--- config.mk ---
export PLATFORM = sky130hd
export DESIGN_NAME = bird_controller_flat
export DESIGN_NICKNAME = d
export VERILOG_FILES = /design/src/rtl/bird_if.sv /design/src/rtl/bird_controller.sv /design/src/flat_wrapper.sv
export SDC_FILE = /design/constraint.sdc
export NUM_CORES = 1
export LEC_CHECK = 0
export ABC_CLOCK_PERIOD_IN_PS = 4700
export BUFFER_PORTS_ARGS = -buffer_cell sky130_fd_sc_hd__buf_2
export CORE_MARGIN = 2
export CORE_UTILIZATION = 35
export CTS_BUF_LIST = sky130_fd_sc_hd__clkbuf_16
export DETAILED_ROUTE_END_ITERATION = 8
export GPL_TIMING_DRIVEN = 0
export PLACE_DENSITY = 0.54
export SLEW_MARGIN = 10
export SYNTH_ARGS = -nofsm -noshare
export SYNTH_HDL_FRONTEND = slang
export SYNTH_SLANG_ARGS = --single-unit
--- constraint.sdc ---
create_clock -name clk -period 4.7 [get_ports clk]
set_input_delay 0.705 -clock clk [delete_from_list [all_inputs] [get_ports clk]]
set_output_delay 0.705 -clock clk [all_outputs]
set_load 0.1 [all_outputs]
--- src/rtl/bird_if.sv ---
// bird_if: signal bundle between the game input logic and bird_controller.
//   flap      one-cycle pulse per synchronized button press (to controller)
//   hit       pipe collision level (to controller)
//   bird_row  current bird row, 0 = bottom (from controller)
//   playing   high while the bird is rising or falling (from controller)
//   dead      high while the game is frozen after a crash (from controller)
//   tick      one-cycle movement step pulse (from controller)
// modport master: the side that produces flap/hit and consumes status.
// modport slave : the controller side.
interface bird_if #(
    parameter int ROWS = 8
);
    localparam int RW = (ROWS > 1) ? $clog2(ROWS) : 1;

    logic          flap;
    logic          hit;
    logic [RW-1:0] bird_row;
    logic          playing;
    logic          dead;
    logic          tick;

    modport master (
        output flap,
        output hit,
        input  bird_row,
        input  playing,
        input  dead,
        input  tick
    );

    modport slave (
        input  flap,
        input  hit,
        output bird_row,
        output playing,
        output dead,
        output tick
    );
endinterface

--- src/rtl/bird_controller.sv ---
// bird_controller: vertical motion and game-state sequencer for the bird.
// A step divider paces movement; each flap grants RISE_STEPS upward steps,
// after which gravity pulls the bird down one row per step. Hitting a pipe,
// or a step taken while already on the bottom row, freezes the game; a flap
// then parks the bird again and the next flap restarts play.
// Ports:
//   clk    system clock
//   reset  synchronous, active-high reset
//   bus    bird_if.slave: flap/hit in; bird_row/playing/dead/tick out
module bird_controller #(
    parameter int ROWS       = 8,
    parameter int START_ROW  = 4,
    parameter int TICK_DIV   = 25_000_000,
    parameter int RISE_STEPS = 2
) (
    input  logic  clk,
    input  logic  reset,
    bird_if.slave bus
);
    localparam int RW = (ROWS > 1) ? $clog2(ROWS) : 1;
    localparam int DW = $clog2(TICK_DIV);
    localparam int CW = $clog2(RISE_STEPS + 1);

    localparam logic [RW-1:0] ROW_TOP   = RW'(ROWS - 1);
    localparam logic [RW-1:0] ROW_START = RW'(START_ROW);
    localparam logic [RW-1:0] ROW_BOT   = RW'(0);
    localparam logic [DW-1:0] DIV_LAST  = DW'(TICK_DIV - 1);
    localparam logic [CW-1:0] RISE_LOAD = CW'(RISE_STEPS);

    typedef enum logic [1:0] {
        S_IDLE = 2'd0,
        S_RISE = 2'd1,
        S_FALL = 2'd2,
        S_DEAD = 2'd3
    } state_t;

    state_t        state_r;
    logic [DW-1:0] div_r;
    logic [CW-1:0] rcnt_r;
    logic [RW-1:0] row_r;
    logic          playing_r;
    logic          dead_r;
    logic          tick_r;
    logic          strobe_s;

    // Step strobe: last count of the divider period.
    always_comb begin
        strobe_s = (div_r == DIV_LAST);
    end

    assign bus.bird_row = row_r;
    assign bus.playing  = playing_r;
    assign bus.dead     = dead_r;
    assign bus.tick     = tick_r;

    // Game state machine with divider, rise budget and registered outputs.
    always_ff @(posedge clk) begin
        if (reset) begin
            state_r   <= S_IDLE;
            div_r     <= DW'(0);
            rcnt_r    <= CW'(0);
            row_r     <= ROW_START;
            playing_r <= 1'b0;
            dead_r    <= 1'b0;
            tick_r    <= 1'b0;
        end else begin
            tick_r <= 1'b0;
            case (state_r)
                S_IDLE: begin
                    if (bus.flap) begin
                        state_r   <= S_RISE;
                        rcnt_r    <= RISE_LOAD;
                        div_r     <= DW'(0);
                        playing_r <= 1'b1;
                    end else begin
                        state_r <= S_IDLE;
                    end
                end
                S_RISE, S_FALL: begin
                    // The divider free-runs during play, even across flaps,
                    // so step spacing stays locked to the game start.
                    div_r <= strobe_s ? DW'(0) : div_r + DW'(1);
                    if (bus.hit) begin
                        state_r   <= S_DEAD;
                        playing_r <= 1'b0;
                        dead_r    <= 1'b1;
                    end else if (bus.flap) begin
                        // A flap pre-empts a coincident step: no move, no tick.
                        state_r <= S_RISE;
                        rcnt_r  <= RISE_LOAD;
                    end else if (strobe_s) begin
                        tick_r <= 1'b1;
                        if (state_r == S_RISE) begin
                            // Clamped steps at the top still use up the budget.
                            if (row_r != ROW_TOP) begin
                                row_r <= row_r + RW'(1);
                            end else begin
                                row_r <= row_r;
                            end
                            rcnt_r <= rcnt_r - CW'(1);
                            if (rcnt_r == CW'(1)) begin
                                state_r <= S_FALL;
                            end else begin
                                state_r <= S_RISE;
                            end
                        end else begin
                            if (row_r == ROW_BOT) begin
                                state_r   <= S_DEAD;
                                playing_r <= 1'b0;
                                dead_r    <= 1'b1;
                            end else begin
                                row_r <= row_r - RW'(1);
                            end
                        end
                    end else begin
                        state_r <= state_r;
                    end
                end
                S_DEAD: begin
                    if (bus.flap) begin
                        state_r <= S_IDLE;
                        row_r   <= ROW_START;
                        rcnt_r  <= CW'(0);
                        dead_r  <= 1'b0;
                    end else begin
                        state_r <= S_DEAD;
                    end
                end
                default: begin
                    state_r   <= S_IDLE;
                    row_r     <= ROW_START;
                    rcnt_r    <= CW'(0);
                    playing_r <= 1'b0;
                    dead_r    <= 1'b0;
                end
            endcase
        end
    end
endmodule
--- src/flat_wrapper.sv ---
// flat-port wrapper written by rule: the top's interface ports become plain ports
module bird_controller_flat 
#(
    parameter int ROWS       = 8,
    parameter int START_ROW  = 4,
    parameter int TICK_DIV   = 25_000_000,
    parameter int RISE_STEPS = 2
)
  (clk, reset, bus_flap, bus_hit, bus_bird_row, bus_playing, bus_dead, bus_tick);
  bird_if #(.ROWS(ROWS)) bus_i ();
  input  logic clk;
  input  logic reset;
  input wire logic [$bits(bus_i.flap)-1:0] bus_flap;
  input wire logic [$bits(bus_i.hit)-1:0] bus_hit;
  output wire logic [$bits(bus_i.bird_row)-1:0] bus_bird_row;
  output wire logic [$bits(bus_i.playing)-1:0] bus_playing;
  output wire logic [$bits(bus_i.dead)-1:0] bus_dead;
  output wire logic [$bits(bus_i.tick)-1:0] bus_tick;
  assign bus_i.flap = bus_flap;
  assign bus_i.hit = bus_hit;
  assign bus_bird_row = bus_i.bird_row;
  assign bus_playing = bus_i.playing;
  assign bus_dead = bus_i.dead;
  assign bus_tick = bus_i.tick;
  bird_controller #(.ROWS(ROWS), .START_ROW(START_ROW), .TICK_DIV(TICK_DIV), .RISE_STEPS(RISE_STEPS)) u_core (.clk(clk), .reset(reset), .bus(bus_i));
endmodule
==> out/results.txt <==
The flow ran to the end, and the final reports show no timing, DRC or antenna violations. Aggregate global routing overflow: 0. For the number of distinct library cells after synthesis, the log shows 53. Arrival time at the worst endpoint: 2330 ps. Counting flops with a built-in enable in the synthesized netlist gives 0. The tools report the length of the first detailed-routing pass in iterations as 4. Hold timing on the final database bottoms out at a slack of 480 ps. The master cell of the clock root buffer was sky130_fd_sc_hd__clkbuf_16.

In this run the worst hold path is classified as flop to flop. The transition time of the tightest slew-check pin came out at 499 ps. Main combinational cell family by area after synthesis: simple AND/OR/NAND/NOR gates. When the netlist entered floorplanning its net count stood at 239. Post-route cell area: 2270 sq um. Dividing the detail-routed via count by the number of cells gives 5.23. The logs give 0.733 for the final RePlAce weighted congestion and 0 for the buffers inserted during post-CTS setup optimization. The final net count was 253.

The post-CTS clock slew at the launch and capture registers of the worst setup and hold paths is 60 ps. The post-route worst setup slack is 2540 ps, and the worst clock skew is 4.11 ps. First-pass GRT wire length: 7.53 mm. The logs give 0 for the max-slew violation count and 5 for the TritonCTS buffer count.

The synthesized netlist devotes 10.8% of its cell area to compound gates. The number of buffers and inverters on the critical path is 3. The worst setup slack before clock tree synthesis is 2550 ps. The synthesized netlist devotes 32.9% of its cell area to simple gates. Setup violations remaining at the end of the flow were counted as 0. The number of antenna violations at the first check in global routing is 0.

The biggest fanout along the worst timing path is 10. The filler cells instantiated in the layout total 581. Summing internal, switching and leakage power gives 800 uW.

The worst IR drop on VDD came out at 0.191 mV. The I/O pin total was 10; the share of the clock period used by the worst path was 46.0%. Setup repair after global routing left no endpoint under its margin. The run gives 66.7% as the max-slew headroom at the worst pin. The initial core utilization was 36.2%; the post-route core utilization was 41.4%. The remaining design rule violation count came out at 0.

The routed wirelength normalized by instance count is 13.9 um, and the detailed router's first-iteration violation count is 54. After Yosys synthesis, full adders, half adders and majority gates account for 4.17% of the synthesized area. For the estimated wirelength of the detail-placed design, the log shows 3.15 mm.

The height of the chip came out at 79.2 um. The share of final-layout standard cells stronger than drive strength 1 works out to 15.6%. The critical path capture point type was a flop. On the worst path, the slowest cell contributes a delay of 360 ps. The tree built by TritonCTS fans out to 35 sinks. The synthesis-to-layout area growth works out to 14.5%. The cell family contributing the most delay on the critical path was simple AND/OR/NAND/NOR gates. The cell leakage power is 0.802 nW. A synthesized cell averages 8.64 sq um.

The final number of hold-violating endpoints is 0, and the ratio of total power to cell area is 353 nW/um^2. In this run, placement finished with an instance count of 308. Top cell type by total area after synthesis: sky130_fd_sc_hd__dfxtp_1. CTS built an H-tree with a depth of 2.

The global-route usage over all layers was 15.2%; the post-synthesis sequential area ratio was 35.4%. STA puts the critical path data required time at 4870 ps. In this run the cell area measured after placement is 2100 sq um.

The top flip-flop cell by instance count after synthesis was sky130_fd_sc_hd__dfxtp_1. The worst path in the final design needs a cycle of 2160 ps, including I/O delays and setup. The count of non-filler cells in the finished layout came out at 315. The share of the synthesized netlist area taken by xor and xnor gates is 10.2%, and the mapped cell area is 1980 sq um.

The share of flip-flops with an asynchronous set or reset is 0%. For the post-route antenna net violation count, the log shows 0. The clock reaches the later pin of the worst-skew pair after 280 ps.

Buffers inserted to repair hold after CTS numbered 0. The floorplan step set the die width to 79.2 um. The worst setup path is of the flop to flop kind. Input and output buffers added on the ports amount to 7.

The standard cell core area was 5470 sq um. The slowest stage of the critical path belongs to the cell sky130_fd_sc_hd__dfxtp_1. The number of antenna diodes in the final layout is 0.

The die covers 6270 sq um. The setup TNS is 0 ps, and the number of max-cap violations is 0. The run gives 12 as the pin count of the biggest net entering global routing. STA classifies the critical path startpoint as a flop. For this run, the number of Yosys warnings is 0. The register bit count reported by yosys was 35; the highest clock frequency the design can meet was 0.463 GHz.

TritonCTS built the clock tree. The share of the synthesized area in the top cell type was 35.4%. The critical path goes through inv_1 -> ha_1 -> buf_2 -> mux2_2 -> buf_4 -> nand2_1 -> nor4_1 -> xnor2_1 -> nor2_1.

The number of global-route vias before repair was 1581; the mux share of post-synthesis cell area was 1.64%. Synthesis produced a netlist whose cell count is 229. Yosys attributes the largest share of cell area to sky130_fd_sc_hd__dfxtp_1, sky130_fd_sc_hd__nor2_1, sky130_fd_sc_hd__xor2_1. Summing over every cut layer, the via total after detailed routing is 1646. The tools report the final wirelength as 4.37 mm. The logs give 27 for the count of standard-cell rows and 0 for the number of instances resized during post-cts repair. For the buffer levels on the longest clock path, the log shows 2.
layer usage:
metal / wire length (um) / part of all wire (%) / up-vias / GRT usage, %
met1: 2110 / 48 / 771 / 18.8
li1: - / - / 853 / -
met2: 2130 / 49 / 20 / 26.3
met5: 0 / 0 / - / 0
met4: 15 / 0.34 / 0 / 4.14
met3: 107 / 2.5 / 2 / 3.86
power breakdown:
| group | internal [mW] | leakage, nW | switching [mW] |
|---|---|---|---|
| Sequential | 0.305 | 0.283 | 0.00644 |
| Clock | 0.247 | 0.0759 | 0.120 |
| Combinational | 0.0393 | 0.443 | 0.0822 |
cells in the final DEF, fill, tap and decap left out, types with 3 or more instances in the layout:
cell type and instances:
sky130_fd_sc_hd__a211oi_1 3, sky130_fd_sc_hd__a21oi_1 3, sky130_fd_sc_hd__and2_1 4, sky130_fd_sc_hd__and3_1 5, sky130_fd_sc_hd__and4_1 4, sky130_fd_sc_hd__buf_2 10
sky130_fd_sc_hd__buf_4 4, sky130_fd_sc_hd__clkbuf_1 4, sky130_fd_sc_hd__clkbuf_16 5, sky130_fd_sc_hd__dfxtp_1 35, sky130_fd_sc_hd__ha_1 5, sky130_fd_sc_hd__inv_1 10
sky130_fd_sc_hd__nand2_1 10, sky130_fd_sc_hd__nand3_1 12, sky130_fd_sc_hd__nand4_1 9, sky130_fd_sc_hd__nor2_1 35, sky130_fd_sc_hd__nor3_1 8, sky130_fd_sc_hd__nor4_1 8
sky130_fd_sc_hd__nor4_2 3, sky130_fd_sc_hd__o21ai_0 3, sky130_fd_sc_hd__o41ai_1 3, sky130_fd_sc_hd__xnor2_1 10, sky130_fd_sc_hd__xor2_1 13
registers in the layout, summed over array words and instances, names as in the netlist:
signal               cells
u_core.state_r           2
u_core.rcnt_r            2
u_core.bus.tick          1
u_core.bus.dead          1
u_core.bus.playing       1
u_core.div_r            25
u_core.bus.bird_row      3
logic make-up (layout without fill, tap and decap cells):
kind of cell / count (synthesis) / after routing
DFF: 35 / 35
muxes: 3 / 3
xor gates and xnor gates: 23 / 23
AOI/OAI and AO/OA: 27 / 27
and+or+nand+nor: 114 / 114
buffers and inverters: 21 / 35
adders and majority gates: 6 / 6
synth_stat cells (all sizes together), types with 6 or more instances:
cell type  count
xor2          13
dfxtp         35
buf            7
nor2          35
nand4         10
nand2         10
xnor2         10
nor4          11
inv           10
nand3         13
and3           6
nor3           9
worst reg2reg max path: stages (launching register included):
cell,delay (ps)
sky130_fd_sc_hd__dfxtp_1,360
sky130_fd_sc_hd__inv_1,80
sky130_fd_sc_hd__ha_1,280
sky130_fd_sc_hd__buf_2,220
sky130_fd_sc_hd__mux2_2,200
sky130_fd_sc_hd__buf_4,170
sky130_fd_sc_hd__nand2_1,170
sky130_fd_sc_hd__nor4_1,360
sky130_fd_sc_hd__xnor2_1,180
sky130_fd_sc_hd__nor2_1,50
path summary, 6_finish.rpt:
check,slack (ps),from,to,depth (start not counted)
worst max-delay path,2540,u_core.state_r[0],u_core.div_r[24],9
worst max register to register,2540,u_core.state_r[0],u_core.div_r[24],9
worst min-delay path,480,u_core.rcnt_r[1],u_core.rcnt_r[1],2
worst min register to register,480,u_core.rcnt_r[1],u_core.rcnt_r[1],2
final cells by class:
class | count | area [sq um] | area share (%)
well taps | 72 | 90.1 | 3.97
clock buffers | 5 | 125 | 5.52
flip-flops and latches | 35 | 701 | 30.9
inverters | 10 | 37.5 | 1.66
multi-input cells | 173 | 1180 | 52.1
repair buffers | 7 | 35.0 | 1.55
clock inverters | 2 | 37.5 | 1.66
plain buffers | 11 | 60.1 | 2.65
Power figures use the tool's default switching activity.
